$ cat config.mk
export PLATFORM = sky130hd
export DESIGN_NAME = uart_rx_ext
export DESIGN_NICKNAME = d
export VERILOG_FILES = /design/src/rtl/uart_rx_ext.sv
export SDC_FILE = /design/constraint.sdc
export NUM_CORES = 1
export LEC_CHECK = 0
export ABC_CLOCK_PERIOD_IN_PS = 4410
export CAP_MARGIN = 20
export CELL_PAD_IN_SITES_DETAIL_PLACEMENT = 0
export CELL_PAD_IN_SITES_GLOBAL_PLACEMENT = 1
export CORE_ASPECT_RATIO = 1.4
export CORE_MARGIN = 10
export CORE_UTILIZATION = 30
export CTS_CLUSTER_DIAMETER = 60
export DETAILED_ROUTE_END_ITERATION = 6
export PLACE_DENSITY_LB_ADDON = 0.1
export SYNTH_ARGS = -nofsm -noshare
export SYNTH_HDL_FRONTEND = slang
export SYNTH_SLANG_ARGS = --single-unit
export TNS_END_PERCENT = 30
$ cat constraint.sdc
create_clock -name iClk -period 4.41 [get_ports iClk]
set_clock_uncertainty 0.1 [all_clocks]
set_input_delay 0.882 -clock iClk [delete_from_list [all_inputs] [get_ports iClk]]
set_output_delay 0.882 -clock iClk [all_outputs]
set_load 0.02 [all_outputs]
$ cat src/rtl/uart_rx_ext.sv
// uart_rx_ext: UART receiver with majority-vote bit sampling, framing check and optional parity.
// Ports: iClk clock, iRst sync active-high reset, iRxSerial async serial line (idle high),
//        oRxData last word, oRxValid one-cycle result pulse, oFrameErr stop bit low,
//        oParityErr parity mismatch, oBusy frame in progress.
// Macro UART_RX_PARITY_EN adds a parity bit after the data bits.
module uart_rx_ext #(
    parameter int CLK_FREQ     = 125_000_000,
    parameter int BAUD_RATE    = 115_200,
    parameter int CLKS_PER_BIT = CLK_FREQ / BAUD_RATE,
    parameter int DATA_BITS    = 8,
    parameter int STOP_BITS    = 1,
    parameter int PARITY_ODD   = 0
) (
    input  logic                 iClk,
    input  logic                 iRst,
    input  logic                 iRxSerial,
    output logic [DATA_BITS-1:0] oRxData,
    output logic                 oRxValid,
    output logic                 oFrameErr,
    output logic                 oParityErr,
    output logic                 oBusy
);
    localparam int CW = $clog2(CLKS_PER_BIT);
    localparam int IW = $clog2(DATA_BITS);
    localparam int H  = CLKS_PER_BIT / 2;
    localparam logic [CW-1:0] C_S0   = CW'(H - 1);
    localparam logic [CW-1:0] C_S1   = CW'(H);
    localparam logic [CW-1:0] C_DEC  = CW'(H + 1);
    localparam logic [CW-1:0] C_END  = CW'(CLKS_PER_BIT - 1);
    localparam logic [IW-1:0] D_LAST = IW'(DATA_BITS - 1);
    localparam logic [IW-1:0] S_LAST = IW'(STOP_BITS - 1);
    localparam logic          ODD    = PARITY_ODD != 0;
`ifdef UART_RX_PARITY_EN
    localparam logic          PAR_EN = 1'b1;
`else
    localparam logic          PAR_EN = 1'b0;
`endif

    typedef enum logic [2:0] {IDLE, START, DATA, PARITY, STOP, DONE} state_t;

    state_t                 state, next;
    logic                   sync1, sync2, prev_line;
    logic [CW-1:0]          c;
    logic [IW-1:0]          idx;
    logic [DATA_BITS-1:0]   shift;
    logic                   v0, v1, bit_now, at_dec, at_end;
    logic                   frame_acc, parity_acc, parity_err;

    assign bit_now    = (v0 & v1) | (v0 & sync2) | (v1 & sync2);
    assign at_dec     = c == C_DEC;
    assign at_end     = c == C_END;
    assign oRxValid   = state == DONE;
    assign oBusy      = state inside {START, DATA, PARITY, STOP};
    assign oParityErr = PAR_EN & parity_err;

    always_comb begin
        next = state;
        case (state)
            IDLE:    if (prev_line && !sync2) next = START;
            START:   if (at_dec && bit_now) next = IDLE;
                     else if (at_end) next = DATA;
            DATA:    if (at_end && idx == D_LAST) next = PAR_EN ? PARITY : STOP;
            PARITY:  if (at_end) next = STOP;
            // Leave on the last stop decision so a start edge right after it is not missed.
            STOP:    if (at_dec && idx == S_LAST) next = DONE;
            default: next = IDLE;
        endcase
    end

    always_ff @(posedge iClk) begin
        if (iRst) begin
            state      <= IDLE;
            sync1      <= 1'b1;
            sync2      <= 1'b1;
            prev_line  <= 1'b1;
            c          <= '0;
            idx        <= '0;
            shift      <= '0;
            v0         <= 1'b1;
            v1         <= 1'b1;
            frame_acc  <= 1'b0;
            parity_acc <= 1'b0;
            parity_err <= 1'b0;
            oRxData    <= '0;
            oFrameErr  <= 1'b0;
        end else begin
            sync1     <= iRxSerial;
            sync2     <= sync1;
            prev_line <= sync2;
            state     <= next;
            c         <= (state == IDLE || next == IDLE || next == DONE || at_end) ? '0 : c + 1'b1;
            idx       <= (next != state) ? '0 : (at_end ? idx + 1'b1 : idx);
            if (c == C_S0) v0 <= sync2;
            if (c == C_S1) v1 <= sync2;
            if (state == START) begin
                frame_acc  <= 1'b0;
                parity_acc <= 1'b0;
            end
            if (state == DATA && at_dec) shift <= {bit_now, shift[DATA_BITS-1:1]};
            if (state == PARITY && at_dec) parity_acc <= bit_now ^ (^shift) ^ ODD;
            if (state == STOP && at_dec && !bit_now) frame_acc <= 1'b1;
            if (next == DONE) begin
                oRxData    <= shift;
                oFrameErr  <= frame_acc | ~bit_now;
                parity_err <= parity_acc;
            end
        end
    end
endmodule

==> metrics.log <==
[metrics] outcome: finished, final reports clean
[metrics] slew of the pin with the lowest slew margin: just under 1000 ps
[metrics] Layout Area Growth over Synthesis: 14.9%
[metrics] Reg area: 801 µm²
[metrics] standard-cell row count: 33
[metrics] pin count of the biggest net entering global routing: 30
[metrics] headroom to the max-slew limit: 34.9%
[metrics] Area after DPL: 2000 µm²
[metrics] kind of capture point of the worst setup path: primary output
[metrics] number of flip-flops and latches in the synthesized netlist: 40
[metrics] vias post-DR: 1,345
[metrics] ys async rst share: 0%
[metrics] Yosys top cell area share: 43.7%
[metrics] weighted congestion reported at the end of routability-driven placement: 0.735
[metrics] antenna violations before repair: 0
[metrics] # fillers: 639
[metrics] kind of cell with the highest combined delay on the critical path: buffers and inverters
[metrics] Die Footprint: 9690 µm²
[metrics] TritonCTS clock tree: done
[metrics] cell with the biggest individual delay on the critical path: sky130_fd_sc_hd__clkdlybuf4s50_1
[metrics] Post-Layout Cell Count: 276
[metrics] clock network latency to the later pin of the worst-skew pair: ~290 ps
[metrics] worst stage delay on the critical path: 630 ps
[metrics] area of the multi-input gates: about 940 µm²
[metrics] biggest area contributors in the synthesized netlist: sky130_fd_sc_hd__dfxtp_1 (44%), sky130_fd_sc_hd__mux2i_1 (9.3%), sky130_fd_sc_hd__nor2_1 (8.2%)
[metrics] residual overflow from global routing: 0
[metrics] combined buffer and inverter count along the critical path: 1
[metrics] cell count after synthesis: 195
[metrics] number of resized instances in the post-cts repair step: 0
[metrics] Iter 0 DRT Violations: 55
[metrics] Detailed Place HPWL: 2.80 mm
[metrics] shortest clock period the worst path allows after layout: 2710 ps
[metrics] initial standard-cell utilization of the core: 31.1%
[metrics] Lkg Pwr: 0.000772 µW
[metrics] synthesized area per cell: 9.41 µm²
[metrics] number of warnings printed during yosys synthesis: 0
[metrics] drt total wl: 3.67 mm
[metrics] number of diodes: 0
[metrics] final hold viol count: 0
[metrics] hold-fix buffers at CTS: 0
[metrics] CTS max path bufs: 2
[metrics] Post CTS Setup Buffer Count: 0
[metrics] number of buffers inserted by port buffering: 13
[metrics] antenna-violating nets left: 0
[metrics] register clock-pin slew on the reported worst setup and hold paths: about 80 ps
[metrics] maximum fanout encountered on the critical timing path: 10
[metrics] Mapped Nets: 205
[metrics] number of global-route vias before repair: 1,377
[metrics] die outline width: around 86 µm
[metrics] die outline height: between 100 and 150 µm
[metrics] commonest cells in the netlist: sky130_fd_sc_hd__dfxtp_1 (40), sky130_fd_sc_hd__nor2_1 (40), sky130_fd_sc_hd__mux2i_1 (17)
[metrics] Hold Path Class: flop to flop
[metrics] count of different cell masters after synthesis: 42
[metrics] Post-layout nets: between 200 and 250
[metrics] period utilisation layout: between 60% and 70%
[metrics] Critical Path AT: 1730 ps
[metrics] drt wl/cell: 13.3 µm
[metrics] final total negative setup slack: 0 ps
[metrics] # DRC: 0
[metrics] Pre-antenna DRT Iters: 4
[metrics] dpl cells: around 270
[metrics] Via density: 4.87
[metrics] post-synthesis cell type with the largest combined area: sky130_fd_sc_hd__dfxtp_1
[metrics] total CTS buffers: 5
[metrics] RSZ-0062 raised after global routing: false
[metrics] Post-synth top flop: sky130_fd_sc_hd__dfxtp_1
[metrics] Boundary Pins: 15
[metrics] number of H-tree levels: 2
[metrics] number of sinks on the clock net: 40
[metrics] worst-case vdd ir drop: around 0.00017 V
[metrics] Netlist Area Pre-Place: 1830 µm²
[metrics] GRT Overall Usage: 8.09%
[metrics] EDFF count, synth: 0
[metrics] CP Launch Type: flop
[metrics] Maximum Capacitance Violations: 0
[metrics] worst setup slack before clock tree synthesis: 1480 ps
[metrics] critical-path cell list: nor3_1, nor2_1, clkdlybuf4s50_1
[metrics] layout cells sized above 1: 9.22%
[metrics] required time at the endpoint of the critical path: roughly 3400 ps
[metrics] Root Buffer: sky130_fd_sc_hd__clkbuf_8
[metrics] Power Density: 321 nW/µm²
[metrics] final number of max-transition violations: 0
[metrics] final setup violating endpoints: 0
[metrics] register area share after synthesis: 43.7%
[metrics] Max Clock Freq: 0.369 GHz
[metrics] worst-case setup margin in the final layout: ~1700 ps
[metrics] area of the core: 5900 µm²
[metrics] worst hold margin: approximately 340 ps
[metrics] Worst Setup Path Type: flop to primary output
[metrics] global-route wire length before repair: 6.37 mm
[metrics] total non-filler cell area in the finished layout: around 2100 µm²
==> metrics by stage <==
stage | util, % | total power (µW)
finish | 35.7 | 677
global route | 35.7 | 713
CTS | 35.7 | 691
detailed placement | 33.8 | 391
global placement | 33.8 | 390
floorplan | - | 386
==> layout make-up <==
class / instances / share of cell area, %
multi-input cells: 135 / 44.6
flip-flops and latches: 40 / 38.0
repair buffers: 13 / 6.17
clock buffers: 5 / 3.26
inverters: 10 / 1.78
well taps: 70 / 4.15
clock inverters: 3 / 2.02
==> cell families after synthesis <==
| kind of cell | Yosys count | synth area share (%) |
|---|---|---|
| fa+ha+maj | 8 | 5.32 |
| compound gates | 25 | 10.0 |
| buf+inv | 20 | 5.05 |
| mux | 17 | 9.28 |
| other cells | 1 | 0.204 |
| flops | 40 | 43.7 |
| simple gates | 74 | 21.7 |
| xor+xnor | 10 | 4.77 |
==> routing by layer <==
metal / track usage (%) / share of wire, % / up-vias
met5: 0 / 0 / -
met4: 3.30 / 1.9 / 0
met3: 3.11 / 4.6 / 6
met2: 14.5 / 52 / 21
met1: 8.02 / 41 / 641
li1: - / - / 677
==> registers in the layout (all words and copies together) (netlist names) <==
register / cells
v1: 1
oFrameErr: 1
frame_acc: 1
sync1: 1
oRxData: 8
shift: 8
sync2: 1
v0: 1
idx: 3
c: 11
prev_line: 1
state: 3
==> report_power, final <==
part	internal, µW	switching (µW)
registers	362	2.10
logic	6.64	10.7
clock network	167	128
==> layout by cell type (no fill, tap or decap), types with 6 or more instances in the layout <==
cell type,count
sky130_fd_sc_hd__a21oi_1,10
sky130_fd_sc_hd__and3_1,6
sky130_fd_sc_hd__clkdlybuf4s50_1,13
sky130_fd_sc_hd__dfxtp_1,40
sky130_fd_sc_hd__ha_1,7
sky130_fd_sc_hd__inv_1,10
sky130_fd_sc_hd__mux2i_1,17
sky130_fd_sc_hd__nor2_1,40
==> worst paths after layout <==
kind	from	to	slack (ps)	cells past startpoint
hold reg to reg	sync1	sync2	340	1
hold / removal	sync1	sync2	340	1
setup / recovery	state[0]	oBusy	1700	3
setup reg to reg	c[0]	c[2]	1950	6
(Power assumes the default switching activity.)
